`src/rtl/cpu_defs_pkg.sv`:
```
// cpu_defs_pkg: shared fetch-stage types and constants
package cpu_defs_pkg;

    typedef enum logic [1:0] {IDLE, REQ, WAIT, HOLD} fetch_state_t;

    localparam logic [31:0] RESET_PC = 32'hbfc00000;
    localparam logic [31:0] INST_NOP = 32'h0;

    function automatic logic is_aligned(input logic [31:0] a);
        return a[1:0] == 2'b00;
    endfunction

endpackage

```
`src/rtl/if_fetch_unit_if.sv`:
```
// if_fetch_unit_if: SRAM-like instruction memory request/response bus
interface if_fetch_unit_if;

    logic        inst_req;
    logic [31:0] inst_addr;
    logic        inst_addr_ok;
    logic        inst_data_ok;
    logic [31:0] inst_rdata;

    modport master (
        output inst_req, inst_addr,
        input  inst_addr_ok, inst_data_ok, inst_rdata
    );

    modport slave (
        input  inst_req, inst_addr,
        output inst_addr_ok, inst_data_ok, inst_rdata
    );

endinterface

```
`src/rtl/if_skid_buffer.sv`:
```
// if_skid_buffer: one-entry holding register for a response that arrives while decode stalls
module if_skid_buffer (
    input  logic        clk_i,
    input  logic        rst_i,
    input  logic        load,
    input  logic        clear,
    input  logic [31:0] inst_d,
    input  logic [31:0] pc_d,
    output logic [31:0] inst,
    output logic [31:0] pc,
    output logic        valid
);

    always_ff @(posedge clk_i or posedge rst_i) begin
        if (rst_i) begin
            inst  <= '0;
            pc    <= '0;
            valid <= 1'b0;
        end else if (clear) begin
            valid <= 1'b0;
        end else if (load) begin
            inst  <= inst_d;
            pc    <= pc_d;
            valid <= 1'b1;
        end
    end

endmodule

```
`src/rtl/if_fetch_unit.sv`:
```
// if_fetch_unit: single-outstanding instruction fetch between the PC register and IF/ID
module if_fetch_unit
    import cpu_defs_pkg::*;
(
    input  logic            clk_i,
    input  logic            rst_i,
    input  logic [31:0]     pc_i,
    input  logic            ce_i,
    input  logic            flush_i,
    input  logic            stall_i,
    if_fetch_unit_if.master mem,
    output logic            stall_req_o,
    output logic [31:0]     inst_o,
    output logic [31:0]     inst_pc_o,
    output logic            inst_valid_o,
    output logic            excp_adel_o
);

    fetch_state_t state;
    logic [31:0]  addr_q, sk_inst, sk_pc;
    logic         drop_q, sk_valid, sk_load, sk_clear, accept, deliver;

    assign mem.inst_req  = state == REQ;
    assign mem.inst_addr = addr_q;

    always_comb begin
        accept      = state == IDLE && ce_i && !flush_i && !stall_i;
        deliver     = state == WAIT && mem.inst_data_ok && !flush_i && !drop_q;
        sk_load     = deliver && stall_i;
        sk_clear    = state == HOLD && (flush_i || !stall_i);
        stall_req_o = !rst_i && (state != IDLE || (accept && is_aligned(pc_i)));
    end

    if_skid_buffer u_skid (
        .clk_i  (clk_i),
        .rst_i  (rst_i),
        .load   (sk_load),
        .clear  (sk_clear),
        .inst_d (mem.inst_rdata),
        .pc_d   (addr_q),
        .inst   (sk_inst),
        .pc     (sk_pc),
        .valid  (sk_valid)
    );

    always_ff @(posedge clk_i or posedge rst_i) begin
        if (rst_i) begin
            state        <= IDLE;
            addr_q       <= '0;
            drop_q       <= 1'b0;
            inst_o       <= INST_NOP;
            inst_pc_o    <= '0;
            inst_valid_o <= 1'b0;
            excp_adel_o  <= 1'b0;
        end else if (flush_i) begin
            inst_valid_o <= 1'b0;
            excp_adel_o  <= 1'b0;
            // an in-flight transaction must still drain; drop_q marks its data as dead
            case (state)
                REQ: begin
                    drop_q <= 1'b1;
                    if (mem.inst_addr_ok) state <= WAIT;
                end
                WAIT: begin
                    drop_q <= !mem.inst_data_ok;
                    if (mem.inst_data_ok) state <= IDLE;
                end
                HOLD: state <= IDLE;
                default: ;
            endcase
        end else begin
            if (!stall_i) begin
                inst_valid_o <= 1'b0;
                excp_adel_o  <= 1'b0;
            end
            case (state)
                IDLE: if (accept) begin
                    if (is_aligned(pc_i)) begin
                        addr_q <= pc_i;
                        state  <= REQ;
                    end else begin
                        inst_valid_o <= 1'b1;
                        excp_adel_o  <= 1'b1;
                        inst_o       <= INST_NOP;
                        inst_pc_o    <= pc_i;
                    end
                end
                REQ: if (mem.inst_addr_ok) state <= WAIT;
                WAIT: if (mem.inst_data_ok) begin
                    drop_q <= 1'b0;
                    state  <= (drop_q || !stall_i) ? IDLE : HOLD;
                    if (deliver && !stall_i) begin
                        inst_valid_o <= 1'b1;
                        inst_o       <= mem.inst_rdata;
                        inst_pc_o    <= addr_q;
                    end
                end
                HOLD: if (!stall_i) begin
                    state        <= IDLE;
                    inst_valid_o <= sk_valid;
                    inst_o       <= sk_inst;
                    inst_pc_o    <= sk_pc;
                end
            endcase
        end
    end

endmodule

```
`src/flat_wrapper.sv`:
```
// flat-port wrapper written by rule: the top's interface ports become plain ports
module if_fetch_unit_flat import cpu_defs_pkg::*;
  (clk_i, rst_i, pc_i, ce_i, flush_i, stall_i, stall_req_o, inst_o, inst_pc_o, inst_valid_o, excp_adel_o, mem_inst_req, mem_inst_addr, mem_inst_addr_ok, mem_inst_data_ok, mem_inst_rdata);
  if_fetch_unit_if mem_i ();
  input  logic clk_i;
  input  logic rst_i;
  input  logic [31:0] pc_i;
  input  logic ce_i;
  input  logic flush_i;
  input  logic stall_i;
  output logic stall_req_o;
  output logic [31:0] inst_o;
  output logic [31:0] inst_pc_o;
  output logic inst_valid_o;
  output logic excp_adel_o;
  output wire logic [$bits(mem_i.inst_req)-1:0] mem_inst_req;
  output wire logic [$bits(mem_i.inst_addr)-1:0] mem_inst_addr;
  input wire logic [$bits(mem_i.inst_addr_ok)-1:0] mem_inst_addr_ok;
  input wire logic [$bits(mem_i.inst_data_ok)-1:0] mem_inst_data_ok;
  input wire logic [$bits(mem_i.inst_rdata)-1:0] mem_inst_rdata;
  assign mem_inst_req = mem_i.inst_req;
  assign mem_inst_addr = mem_i.inst_addr;
  assign mem_i.inst_addr_ok = mem_inst_addr_ok;
  assign mem_i.inst_data_ok = mem_inst_data_ok;
  assign mem_i.inst_rdata = mem_inst_rdata;
  if_fetch_unit u_core (.clk_i(clk_i), .rst_i(rst_i), .pc_i(pc_i), .ce_i(ce_i), .flush_i(flush_i), .stall_i(stall_i), .mem(mem_i), .stall_req_o(stall_req_o), .inst_o(inst_o), .inst_pc_o(inst_pc_o), .inst_valid_o(inst_valid_o), .excp_adel_o(excp_adel_o));
endmodule
```
`config.mk`:
```
export PLATFORM = sky130hd
export DESIGN_NAME = if_fetch_unit_flat
export DESIGN_NICKNAME = d
export VERILOG_FILES = /design/src/rtl/cpu_defs_pkg.sv /design/src/rtl/if_fetch_unit_if.sv /design/src/rtl/if_skid_buffer.sv /design/src/rtl/if_fetch_unit.sv /design/src/flat_wrapper.sv
export SDC_FILE = /design/constraint.sdc
export NUM_CORES = 1
export LEC_CHECK = 0
export BUFFER_PORTS_ARGS = -buffer_cell sky130_fd_sc_hd__buf_4
export CAP_MARGIN = 25
export CORE_MARGIN = 2
export CORE_UTILIZATION = 46
export CTS_CLUSTER_SIZE = 25
export DETAILED_ROUTE_END_ITERATION = 8
export GPL_ROUTABILITY_DRIVEN = 1
export PLACE_DENSITY_LB_ADDON = 0.3
export SETUP_SLACK_MARGIN = 0.15
export SLEW_MARGIN = 20
export SYNTH_ARGS = -nofsm -noshare
export SYNTH_HDL_FRONTEND = slang
export SYNTH_SLANG_ARGS = --single-unit
```
`constraint.sdc`:
```
create_clock -name clk_i -period 8.5 [get_ports clk_i]
set_clock_uncertainty 0.05 [all_clocks]
set_input_delay 1.7 -clock clk_i [delete_from_list [all_inputs] [get_ports clk_i]]
set_output_delay 1.7 -clock clk_i [all_outputs]
set_load 0.02 [all_outputs]
```
==> impl_metrics.toml <==
[die]
die_h_um = 130
die_area_sq_um = 16900
die_w_um = 130
start_util = 0.465
core_sq_um = 15700
ioPinCount = 171
rows = 46

[critical_path]
cp-startpoint = "flush_i"
r2r_start = "u_core.state[0]"
reg2reg_to = "u_core.inst_o[20]"
start_kind = "input port"
cp.arrival_ps = 2540
cp-end-kind = "primary output"
cp_data_required_time_ps = 6750
reg2reg_depth = 7
crit_path_max_fanout = 13
reg2reg_setup_slack_ps = 5360
crit_type = "input port to primary output"
endpoint = "stall_req_o"

[pwr]
switchingPower_uw = 1320
p_leak_uw = 0.00465
swShare = 0.364
intPower_uw = 2300
clkPwrFrac = 0.223
pwr-share-seq = 0.369
pwr-share-comb = 0.408
ir_drop_mv = 0.217
powerDensity_nw_per_um2 = 388

[synth]
synth_area_per_cell_sq_um = 13.3
synth_area_sq_um = 7290
synth_edf_count = 0
synthArstFlopShare = 1.00
synth_ff_type = "dfrtp_1"
yosys.area.top_type = "dfrtp_1"
ys_seq_elements = 166
ys_seq_area_frac = 0.570
synth.area.top_cells = "dfrtp_1, mux2_2, a22o_1"
synth_top_cell_area_share = 0.570
ys_warn_count = 0
synthDistinctLibCells = 34
netlist_instances = 546
synth_nets = 622

[detailed_routing]
drt_wl_total_mm = 16.5
routedWlPerCell_um = 17.7
via_count = 4977
ant_nets = 0
wl_met2_mm = 8.00
route.detailed.drc = 0
highest_layer = "met4"
drt_iter0_drc = 378
wl_met1_mm = 7.38
drtPass1Iterations = 4
routed_via_density = 5.33
wl_met3_mm = 1.03

[status]
status = "complete, no violations"

[clock_network]
h-tree-depth = 4
postCtsSetupBuffers = 0
cts_sinks = 166
cts_buffers = 17
cts_root_buf = "clkbuf_16"
cts_tree = "built"
clk_path_buf_depth = 2
clkSlewWorstSetupHoldPaths_ps = 60
cts_hold_buf = 0
worstSkewPairLatency_ps = 420
ctsResizeCount = 0

[cells_and_area]
final_common_cell = "buf_4"
final_area_sq_um = 9340
nets = 780
final_cell_mix = "buf_4, dfrtp_1, mux2_2, nand2_1"
finalNonFillerCells = 933
layout-drive-gt1-share = 0.519
area_delta_synth_final_pct = 28.2
antenna_cells = 0

[global_route]
grt_pass1_vias = 5126
grt_antenna_before_repair = 0
grtUsageTotal = 0.199
grt_max_degree = 95
grt.overflow.total = 0
grt_pass1_wl_mm = 26.4

[timing]
tns_ps = 0
rsz0062_at_grt = "no"
max_freq_ghz = 0.233
period_minus_slack_ps = 4290
slew_violations = 0
relSlewSlack = 0.361
finalHoldViolCount = 0
tightest_slew_ps = 957
fin_hold_ws_ps = 440
finalCritPeriodShare = 0.504
setup_viol = 0

[placed_design]
portBuffers = 170
gp_congestion = 0.761
placed_cells = 901
dpl_cell_area_sq_um = 8720
hpwl_mm = 10.5

[min_path]
hold_class = "flip-flop to flip-flop"

[job]
maxCapViolations = 0
==> routing by layer <==
layer	up-vias	GRT usage
met5	-	0
met1	2537	0.266
li1	2293	-
met4	0	0.0569
met3	11	0.0508
met2	136	0.324
==> cell usage after synthesis (2+ instances only) <==
library cell / count
dfrtp_1: 166
mux2_2: 153
nand2_1: 66
a22o_1: 33
a22oi_1: 33
clkbuf_1: 22
buf_1: 8
a21oi_1: 7
inv_1: 7
buf_6: 6
ha_1: 5
mux2_1: 5
nor2_1: 5
o21ai_0: 5
nor2b_1: 3
a221oi_1: 2
and2_1: 2
nand2b_1: 2
==> area by class of cell <==
type,instances,area (sq um)
Multi-Input combinational cell,336,2950
Tap cell,216,270
Fill cell,1326,6310
Clock inverter,15,191
Clock buffer,17,425
Sequential cell,166,4150
Timing Repair Buffer,176,1320
Inverter,7,31.3
==> registers in the layout, indices dropped and copies added (netlist names) <==
signal,flops
u_core.u_skid.valid,1
u_core.inst_pc_o,32
u_core.state,2
u_core.excp_adel_o,1
u_core.u_skid.pc,32
u_core.mem.inst_addr,32
u_core.drop_q,1
u_core.u_skid.inst,32
u_core.inst_valid_o,1
u_core.inst_o,32
==> critical path, stage by stage <==
cell     delay (ps)
buf_4           170
nor3b_4         280
nand2_1          80
a21oi_1         150
buf_4           160
==> how the worst min path moves through the flow <==
stage,start,to,slack [ps],cells past startpoint
final,u_core.inst_pc_o[21],u_core.inst_pc_o[21],440,1
after global routing,u_core.u_skid.inst[23],u_core.u_skid.inst[23],470,1
after CTS,u_core.inst_pc_o[21],u_core.inst_pc_o[21],450,1
after detailed placement,u_core.inst_pc_o[21],u_core.inst_pc_o[21],440,1
after global placement,u_core.inst_pc_o[21],u_core.inst_pc_o[21],430,1
after floorplan,u_core.u_skid.pc[22],u_core.u_skid.pc[22],430,1
==> cell families (layout without fill, tap and decap cells) <==
group / Yosys count / in the layout / synth area share
mux: 159 / 159 / 0.246
flops: 166 / 166 / 0.570
buf+inv: 44 / 215 / 0.0290
simple gates: 85 / 85 / 0.0513
compound gates: 87 / 87 / 0.0955
fa+ha+maj: 5 / 5 / 0.00859
==> power groups by stage <==
stage / registers [uW] / logic (uW) / clock network [uW]
floorplan: 1570 / 701 / 0
global placement: 1330 / 1450 / 0
detailed placement: 1350 / 1490 / 0
CTS: 1340 / 1490 / 827
global route: 1380 / 1590 / 863
finish: 1340 / 1480 / 807
==> metrics by stage <==
stage / power, uW / util / setup slack, ps
after floorplan: 2270 / - / 2260
after CTS: 3660 / 0.597 / 4210
after global routing: 3840 / 0.597 / 4140
after global placement: 2780 / 0.557 / 4230
after detailed placement: 2840 / 0.557 / 4220
final: 3620 / 0.597 / 4210
No activity file was read; power rests on OpenSTA's default activity.
